`src/rtl/uart_reg_pkg.sv`:
```
// Shared constants and types for the UART register front end.
package uart_reg_pkg;

  // Register offsets
  localparam logic [2:0] AddrRbrThr = 3'd0;  // DLL when DLAB=1
  localparam logic [2:0] AddrIer    = 3'd1;  // DLM when DLAB=1
  localparam logic [2:0] AddrIir    = 3'd2;
  localparam logic [2:0] AddrLcr    = 3'd3;
  localparam logic [2:0] AddrLsr    = 3'd5;  // PSD when DLAB=1
  localparam logic [2:0] AddrScr    = 3'd7;

  // IIR codes, highest priority first
  localparam logic [7:0] IirRls  = 8'h06;
  localparam logic [7:0] IirRda  = 8'h04;
  localparam logic [7:0] IirThre = 8'h02;
  localparam logic [7:0] IirNone = 8'h01;

  // LCR bit positions
  localparam int unsigned LcrStop = 2;
  localparam int unsigned LcrPen  = 3;
  localparam int unsigned LcrEps  = 4;
  localparam int unsigned LcrDlab = 7;

  // LSR bit positions
  localparam int unsigned LsrDr   = 0;
  localparam int unsigned LsrOe   = 1;
  localparam int unsigned LsrPe   = 2;
  localparam int unsigned LsrFe   = 3;
  localparam int unsigned LsrThre = 5;
  localparam int unsigned LsrTemt = 6;

  // IER bit positions
  localparam int unsigned IerRda  = 0;
  localparam int unsigned IerThre = 1;
  localparam int unsigned IerRls  = 2;

  typedef enum logic {TxIdle, TxHold} tx_state_t;

endpackage

```
`src/rtl/uart_irq_ctrl.sv`:
```
// Interrupt enable, THRE arming, IIR priority encoding and registered irq.
module uart_irq_ctrl
  import uart_reg_pkg::*;
(
  input  logic       clk,
  input  logic       rst_n,
  input  logic       ier_wr,
  input  logic [7:0] wdata,
  input  logic       iir_rd,
  input  logic       thr_wr,
  input  logic       thre_arm,
  input  logic       dr,
  input  logic       rls,
  output logic [7:0] ier,
  output logic [7:0] iir,
  output logic       irq
);

  logic [2:0] ier_q, ier_d;
  logic       thre_pend_q, thre_pend_d;
  logic       irq_q, irq_d;

  assign ier = {5'b0, ier_q};
  assign irq = irq_q;

  // Priority encoder: line status > data ready > THR empty.
  always_comb begin
    iir = IirNone;
    if (ier_q[IerRls] && rls)              iir = IirRls;
    else if (ier_q[IerRda] && dr)          iir = IirRda;
    else if (ier_q[IerThre] && thre_pend_q) iir = IirThre;
  end

  // Next-state: IER, THRE pending (arming wins over clearing), irq level.
  always_comb begin
    ier_d       = ier_wr ? wdata[2:0] : ier_q;
    thre_pend_d = thre_pend_q;
    if ((iir_rd && iir == IirThre) || thr_wr) thre_pend_d = 1'b0;
    if (thre_arm || (ier_wr && wdata[IerThre] && !ier_q[IerThre])) thre_pend_d = 1'b1;
    irq_d = ~iir[0];
  end

  // State registers
  always_ff @(posedge clk or negedge rst_n) begin
    if (!rst_n) begin
      ier_q       <= '0;
      thre_pend_q <= 1'b0;
      irq_q       <= 1'b0;
    end else begin
      ier_q       <= ier_d;
      thre_pend_q <= thre_pend_d;
      irq_q       <= irq_d;
    end
  end

endmodule

```
`src/rtl/uart_reg_ctrl.sv`:
```
// 16550-style register front end for uart_top.
// Optional interrupt support is built when UART_IRQ_EN is defined; otherwise IER reads 0,
// IIR reads 0x01 and irq is tied low.
module uart_reg_ctrl
  import uart_reg_pkg::*;
#(
  parameter int unsigned DL_WIDTH        = 16,
  parameter int unsigned PSD_WIDTH       = 4,
  parameter int unsigned DEFAULT_DIVISOR = 651
) (
  input  logic                 clk,
  input  logic                 rst_n,
  input  logic [2:0]           bus_addr,
  input  logic                 bus_wr,
  input  logic                 bus_rd,
  input  logic [7:0]           bus_wdata,
  output logic [7:0]           bus_rdata,
  output logic                 bus_rvalid,
  output logic                 irq,
  output logic                 wr_en,
  output logic [7:0]           wr_data,
  input  logic                 tx_ready,
  output logic                 rd_en,
  input  logic [7:0]           rd_data,
  input  logic                 rx_ready,
  input  logic                 parity_err,
  input  logic                 framing_err,
  input  logic                 overrun_err,
  output logic [1:0]           stop_bits,
  output logic                 parity_en,
  output logic                 parity_even,
  output logic [3:0]           data_bits,
  output logic [DL_WIDTH-1:0]  divisor_latch,
  output logic [PSD_WIDTH-1:0] psd,
  output logic                 new_baud
);

  localparam logic [15:0] DefDiv = 16'(DEFAULT_DIVISOR);

  logic [7:0]           lcr_q, lcr_d, dll_q, dll_d, dlm_q, dlm_d, scr_q, scr_d;
  logic [PSD_WIDTH-1:0] psd_q, psd_d;
  logic                 boot_q, baud_dirty_q, baud_dirty_d, new_baud_q, new_baud_d;
  tx_state_t            tx_state_q, tx_state_d;
  logic [7:0]           tx_byte_q, tx_byte_d, wr_data_q, wr_data_d;
  logic                 wr_en_q, wr_en_d, rd_en_q, rd_en_d;
  logic [7:0]           rdata_q, rdata_d;
  logic                 rvalid_q, rvalid_d;
  logic                 oe_q, oe_d, pe_q, pe_d, fe_q, fe_d;
  logic [15:0]          dl_full;
  logic [7:0]           lsr, ier, iir, psd_rd, rd_mux;
  logic                 dlab, rd_acc, thr_wr, lcr_wr, lsr_rd, rbr_rd, tx_empty;

  // Access decode; a simultaneous write suppresses the read.
  assign dlab   = lcr_q[LcrDlab];
  assign rd_acc = bus_rd & ~bus_wr;
  assign thr_wr = bus_wr & (bus_addr == AddrRbrThr) & ~dlab;
  assign lcr_wr = bus_wr & (bus_addr == AddrLcr);
  assign rbr_rd = rd_acc & (bus_addr == AddrRbrThr) & ~dlab;
  assign lsr_rd = rd_acc & (bus_addr == AddrLsr) & ~dlab;

  // Outputs decoded from registers
  assign dl_full       = {dlm_q, dll_q};
  assign divisor_latch = dl_full[DL_WIDTH-1:0];
  assign psd           = psd_q;
  assign data_bits     = 4'd5 + {2'b00, lcr_q[1:0]};
  assign stop_bits     = lcr_q[LcrStop] ? 2'd2 : 2'd1;
  assign parity_en     = lcr_q[LcrPen];
  assign parity_even   = lcr_q[LcrEps];
  assign new_baud      = new_baud_q;
  assign wr_en         = wr_en_q;
  assign wr_data       = wr_data_q;
  assign rd_en         = rd_en_q;
  assign bus_rdata     = rdata_q;
  assign bus_rvalid    = rvalid_q;
  assign tx_empty      = tx_ready & (tx_state_q == TxIdle);

`ifdef UART_IRQ_EN
  logic ier_wr, iir_rd, thre_arm;
  assign ier_wr   = bus_wr & (bus_addr == AddrIer) & ~dlab;
  assign iir_rd   = rd_acc & (bus_addr == AddrIir);
  assign thre_arm = (tx_state_q == TxHold) & tx_ready;

  uart_irq_ctrl u_irq_ctrl (
    .clk      (clk),
    .rst_n    (rst_n),
    .ier_wr   (ier_wr),
    .wdata    (bus_wdata),
    .iir_rd   (iir_rd),
    .thr_wr   (thr_wr),
    .thre_arm (thre_arm),
    .dr       (rx_ready),
    .rls      (oe_q | pe_q | fe_q),
    .ier      (ier),
    .iir      (iir),
    .irq      (irq)
  );
`else
  assign ier = 8'h00;
  assign iir = IirNone;
  assign irq = 1'b0;
`endif

  // Configuration registers and baud sequencing; boot_q forces the post-reset new_baud pulse.
  always_comb begin
    lcr_d        = lcr_wr ? bus_wdata : lcr_q;
    dll_d        = dll_q;
    dlm_d        = dlm_q;
    psd_d        = psd_q;
    scr_d        = (bus_wr && bus_addr == AddrScr) ? bus_wdata : scr_q;
    baud_dirty_d = baud_dirty_q;
    new_baud_d   = boot_q;
    if (bus_wr && dlab) begin
      unique case (bus_addr)
        AddrRbrThr: begin dll_d = bus_wdata; baud_dirty_d = 1'b1; end
        AddrIer:    begin dlm_d = bus_wdata; baud_dirty_d = 1'b1; end
        AddrLsr:    begin psd_d = bus_wdata[PSD_WIDTH-1:0]; baud_dirty_d = 1'b1; end
        default: ;
      endcase
    end
    if (lcr_wr && dlab && !bus_wdata[LcrDlab] && baud_dirty_q) begin
      new_baud_d   = 1'b1;
      baud_dirty_d = 1'b0;
    end
  end

  // TX path FSM: forward immediately when ready, otherwise hold one byte.
  always_comb begin
    tx_state_d = tx_state_q;
    tx_byte_d  = tx_byte_q;
    wr_en_d    = 1'b0;
    wr_data_d  = wr_data_q;
    unique case (tx_state_q)
      TxIdle: begin
        if (thr_wr && tx_ready) begin
          wr_en_d   = 1'b1;
          wr_data_d = bus_wdata;
        end else if (thr_wr) begin
          tx_byte_d  = bus_wdata;
          tx_state_d = TxHold;
        end
      end
      TxHold: begin
        if (tx_ready) begin
          wr_en_d    = 1'b1;
          wr_data_d  = tx_byte_q;
          tx_state_d = TxIdle;
        end
      end
      default: tx_state_d = TxIdle;
    endcase
  end

  // Status, sticky errors and registered read data.
  always_comb begin
    lsr = 8'h00;
    lsr[LsrDr]   = rx_ready;
    lsr[LsrOe]   = oe_q;
    lsr[LsrPe]   = pe_q;
    lsr[LsrFe]   = fe_q;
    lsr[LsrThre] = tx_empty;
    lsr[LsrTemt] = tx_empty;
    oe_d = (oe_q & ~lsr_rd) | overrun_err;
    pe_d = (pe_q & ~lsr_rd) | parity_err;
    fe_d = (fe_q & ~lsr_rd) | framing_err;
    psd_rd = 8'h00;
    psd_rd[PSD_WIDTH-1:0] = psd_q;
    unique case (bus_addr)
      AddrRbrThr: rd_mux = dlab ? dll_q : (rx_ready ? rd_data : 8'h00);
      AddrIer:    rd_mux = dlab ? dlm_q : ier;
      AddrIir:    rd_mux = iir;
      AddrLcr:    rd_mux = lcr_q;
      AddrLsr:    rd_mux = dlab ? psd_rd : lsr;
      AddrScr:    rd_mux = scr_q;
      default:    rd_mux = 8'h00;
    endcase
    rvalid_d = rd_acc;
    rdata_d  = rd_acc ? rd_mux : rdata_q;
    rd_en_d  = rbr_rd & rx_ready;
  end

  // State registers
  always_ff @(posedge clk or negedge rst_n) begin
    if (!rst_n) begin
      lcr_q        <= 8'h03;
      dll_q        <= DefDiv[7:0];
      dlm_q        <= DefDiv[15:8];
      psd_q        <= '0;
      scr_q        <= 8'h00;
      boot_q       <= 1'b1;
      baud_dirty_q <= 1'b0;
      new_baud_q   <= 1'b0;
      tx_state_q   <= TxIdle;
      tx_byte_q    <= 8'h00;
      wr_en_q      <= 1'b0;
      wr_data_q    <= 8'h00;
      rd_en_q      <= 1'b0;
      rdata_q      <= 8'h00;
      rvalid_q     <= 1'b0;
      oe_q         <= 1'b0;
      pe_q         <= 1'b0;
      fe_q         <= 1'b0;
    end else begin
      lcr_q        <= lcr_d;
      dll_q        <= dll_d;
      dlm_q        <= dlm_d;
      psd_q        <= psd_d;
      scr_q        <= scr_d;
      boot_q       <= 1'b0;
      baud_dirty_q <= baud_dirty_d;
      new_baud_q   <= new_baud_d;
      tx_state_q   <= tx_state_d;
      tx_byte_q    <= tx_byte_d;
      wr_en_q      <= wr_en_d;
      wr_data_q    <= wr_data_d;
      rd_en_q      <= rd_en_d;
      rdata_q      <= rdata_d;
      rvalid_q     <= rvalid_d;
      oe_q         <= oe_d;
      pe_q         <= pe_d;
      fe_q         <= fe_d;
    end
  end

endmodule
```
`config.mk`:
```
export PLATFORM = sky130hd
export DESIGN_NAME = uart_reg_ctrl
export DESIGN_NICKNAME = d
export VERILOG_FILES = /design/src/rtl/uart_reg_pkg.sv /design/src/rtl/uart_irq_ctrl.sv /design/src/rtl/uart_reg_ctrl.sv
export SDC_FILE = /design/constraint.sdc
export NUM_CORES = 1
export LEC_CHECK = 0
export BUFFER_PORTS_ARGS = -buffer_cell sky130_fd_sc_hd__buf_2
export CAP_MARGIN = 10
export CORE_UTILIZATION = 52
export CTS_BUF_LIST = sky130_fd_sc_hd__clkbuf_2
export CTS_CLUSTER_SIZE = 24
export DETAILED_ROUTE_END_ITERATION = 10
export GPL_TIMING_DRIVEN = 0
export HOLD_SLACK_MARGIN = 0.05
export MAX_ROUTING_LAYER = met4
export PLACE_DENSITY = 0.77
export SKIP_LAST_GASP = 1
export SLEW_MARGIN = 0
export SYNTH_ARGS = -nofsm -noshare
export SYNTH_HDL_FRONTEND = slang
export SYNTH_SLANG_ARGS = --single-unit
export TNS_END_PERCENT = 20
```
`constraint.sdc`:
```
create_clock -name clk -period 1.73 [get_ports clk]
set_input_delay 0.0865 -clock clk [delete_from_list [all_inputs] [get_ports clk]]
set_output_delay 0.0865 -clock clk [all_outputs]
set_load 0.005 [all_outputs]
```
==> run summary <==
CLOCK TREE
-------------------------------------------------------------------------------------
Number of buffers created by CTS                                                    9
Worst-skew pair later-pin latency                                              520 ps
Root Buffer                                                                  clkbuf_2
Clock sink total                                                                   70
Clock-pin transition on the worst setup and hold timing paths                  190 ps
TritonCTS clock tree                                                             done
H-tree levels                                                                       3
Maximum clock path buffer count                                                     2

SYNTH
-------------------------------------------------------------------------------------
Top area cells in the synthesized netlist                                dfrtp_1 48%, mux2_2 21%, dfstp_2 6.5%, mux2i_1 2.5%, nand2_1 2.0%
Area fraction of the dominant cell type after synthesis                        48.25%
Share of synthesized area occupied by flip-flops and latches                   54.79%
Synth warnings                                                                      0
Main synth FF type                                                            dfrtp_1
Compound-gate portion of the synthesized area                                  8.833%
Number of flops mapped to enable cells by yosys                                     0
Dominant combinational cell family by area after synthesis               multiplexers
Post-synthesis cell type count                                                     43
Area share of fa/ha/maj cells after synthesis                                 0.3891%
Average cell area after synthesis                                           12.71 um2
FF+latch count, synth                                                              70
FFs w/ async S/R, synth                                                        100.0%
Cell Area, Synth                                                             3216 um2
Mux cell area share after synthesis                                            23.85%
Synthesized instance count                                                        253
Dominant cell type by area after synthesis                                    dfrtp_1
Synth Area in XOR/XNOR                                                             0%
Simple-Gate Fraction of Synth Area                                             8.755%

GLOBAL ROUTE
-------------------------------------------------------------------------------------
Pin count of the biggest net entering global routing                               71
Aggregate global routing overflow                                                   0
Number of global-route vias before repair                                        2645
Antenna violations before repair                                                    0
All-Layer GR Usage                                                             27.95%
First-pass GRT wire length                                                   12740 um

FINISH
-------------------------------------------------------------------------------------
Share of layout cells above drive strength 1                                   48.77%
Most frequent standard cell in the layout excluding fill and tap cells          buf_2
Count of antenna diodes in the layout                                               0
Final-stage net count                                                             391
P&R area growth vs syn                                                         25.72%
Commonest cells after routing, fill and taps aside                       73 x buf_2, 62 x dfrtp_1, 61 x mux2_2

ROUTE
-------------------------------------------------------------------------------------
Detail-routed net length per standard cell                                   18.07 um
Post-route antenna net violation count                                              0
Vias                                                                             2567
Remaining routing DRC violations                                                    0
Vias/cell                                                                       5.808
Overall routed net length                                                     7988 um
Number of iterations in the first detailed-routing pass                             5
DRC marker count from the first detailed-route iteration                          285

PWR
-------------------------------------------------------------------------------------
Power density cells                                                       1051 nW/um2
Final total power                                                             4249 uW
Leakage Power                                                             0.001923 uW
VDD IR-drop max                                                             0.6365 mV

DIE
-------------------------------------------------------------------------------------
# rows                                                                             28
Core region area                                                             5956 um2
Die Span X                                                                   80.64 um
Die height                                                                   80.64 um
Initial cell density of the core                                               53.99%
I/O Pins                                                                           77
Die Footprint                                                                6502 um2

TIMING
-------------------------------------------------------------------------------------
Share of the cycle needed by the critical path after routing                   101.0%
Clk_skew                                                                     25.21 ps
Total setup violations reported at the end of the flow                              1
Final Hold Fails                                                                    0
Max-slew violation total from the final report                                      0
Setup WS post-layout                                                        -17.72 ps
Actual transition at the worst max-transition pin                            956.4 ps
Setup_tns                                                                   -17.72 ps
Tightest hold margin                                                         70.34 ps
Remaining max-slew budget at the tightest pin                                  35.75%
Time the worst path needs with I/O delays and setup                           1748 ps
Peak clock frequency supported by timing                                    572.2 MHz
Setup repair after global routing missed its margin                              true

CRITICAL PATH
-------------------------------------------------------------------------------------
Arrival time of the worst setup path                                          2170 ps
Critical Path Sink Type                                                      register
Worst setup path category                                                      in2reg
Critical path launch point type                                             input pin
Maximum net fanout on the critical path                                            10
Required time of the critical path                                            2150 ps

PLACE
-------------------------------------------------------------------------------------
Number of buffers added on ports                                                   71
Post-Place Setup Slack                                                      -336.3 ps
Routability-driven placement congestion ratio                                  0.8721
Half-perimeter wire length after detailed placement                           5270 um

RUN STATUS
-------------------------------------------------------------------------------------
Violated checks                                                          setup timing
Outcome                                                                  finished, violations left

WORST HOLD PATH
-------------------------------------------------------------------------------------
Worst hold path class                                                          in2reg

JOB
-------------------------------------------------------------------------------------
Max-cap violations                                                                  0

==> worst paths after layout <==
check                            from            to  slack, ps  depth (start not counted)
min in group asynchronous       rst_n      dlm_q[4]        200                          2
max reg2reg                  lcr_q[7]        psd[1]          0                          4
max                            bus_wr  bus_rdata[6]        -20                          7
min                        rd_data[1]  bus_rdata[1]         70                          5
max in group asynchronous       rst_n    wr_data[3]        920                          2
min reg2reg                      pe_q          pe_q        500                          1
==> area by class of cell <==
type                            instances  area (um2)
Timing Repair Buffer                   98       628.1
Buffer                                 13       78.83
Tap cell                               75       93.84
Clock buffer                           12       60.06
Fill cell                             477        1913
Clock inverter                          4       17.52
Sequential cell                        70        1762
Inverter                                7       26.28
Multi-Input combinational cell        163        1376
==> synthesized netlist by cell type, drive strengths merged, types with 2 or more instances <==
cell type  instances
nor2b              2
o22ai              2
dfstp              8
a221oi             5
nand2b             3
a21o               6
dfrtp             62
clkbuf             3
a22o               5
a22oi              3
buf               11
inv                6
o21ai              8
nand3              4
o211ai             4
nand4              3
nor3               4
mux2i              8
mux2              61
nand2             18
nor2              12
nor3b              2
==> state kept, by name, indices dropped and copies added (netlist names), 4 cells and up <==
register   flops
dlm_q          8
tx_byte_q      8
scr_q          8
wr_data        8
psd            4
bus_rdata      8
lcr_q          8
dll_q          8
==> what timing repair did <==
item	CTS	global route
hold buffers	22	0
cloned	0	0
endpoints found under the hold margin	127	0
buffers inserted	0	5
pin swaps	0	1
resized for setup	3	6
endpoints found under the setup margin	26	38
==> metal layers <==
metal	routed length (um)	track usage, %	up-vias
met5	0	-	-
met4	216	14.11	0
met3	531	4.205	24
met2	3958	45.42	105
met1	3281	33.88	1304
li1	-	-	1134
==> worst max-delay path: stages <==
cell           delay [ps]
dlygate4sd3_1         550
buf_6                 140
nand2b_4              130
buf_6                 140
or4_4                 530
or3b_1                450
o211ai_1              130
==> logic make-up after synthesis <==
logic type / count (synthesis)
other: 1
buffers and inverters: 21
AOI/OAI and AO/OA: 38
and+or+nand+nor: 53
adders and majority gates: 1
muxes: 69
DFF: 70
==> through the flow <==
step                      instances  cell area [um2]  utilization (%)
after floorplan                 254             3219                -
after global placement          400             3669            61.60
after detailed placement        400             3671            61.64
after CTS                       438             3981            66.85
after global routing            442             4043            67.88
final                           442             4043            67.88
==> power breakdown <==
part           internal (uW)  switching (uW)
clock network            194             551
registers               2060             257
logic                    671             519
total                   2920            1330
Power figures use the tool's default switching activity.
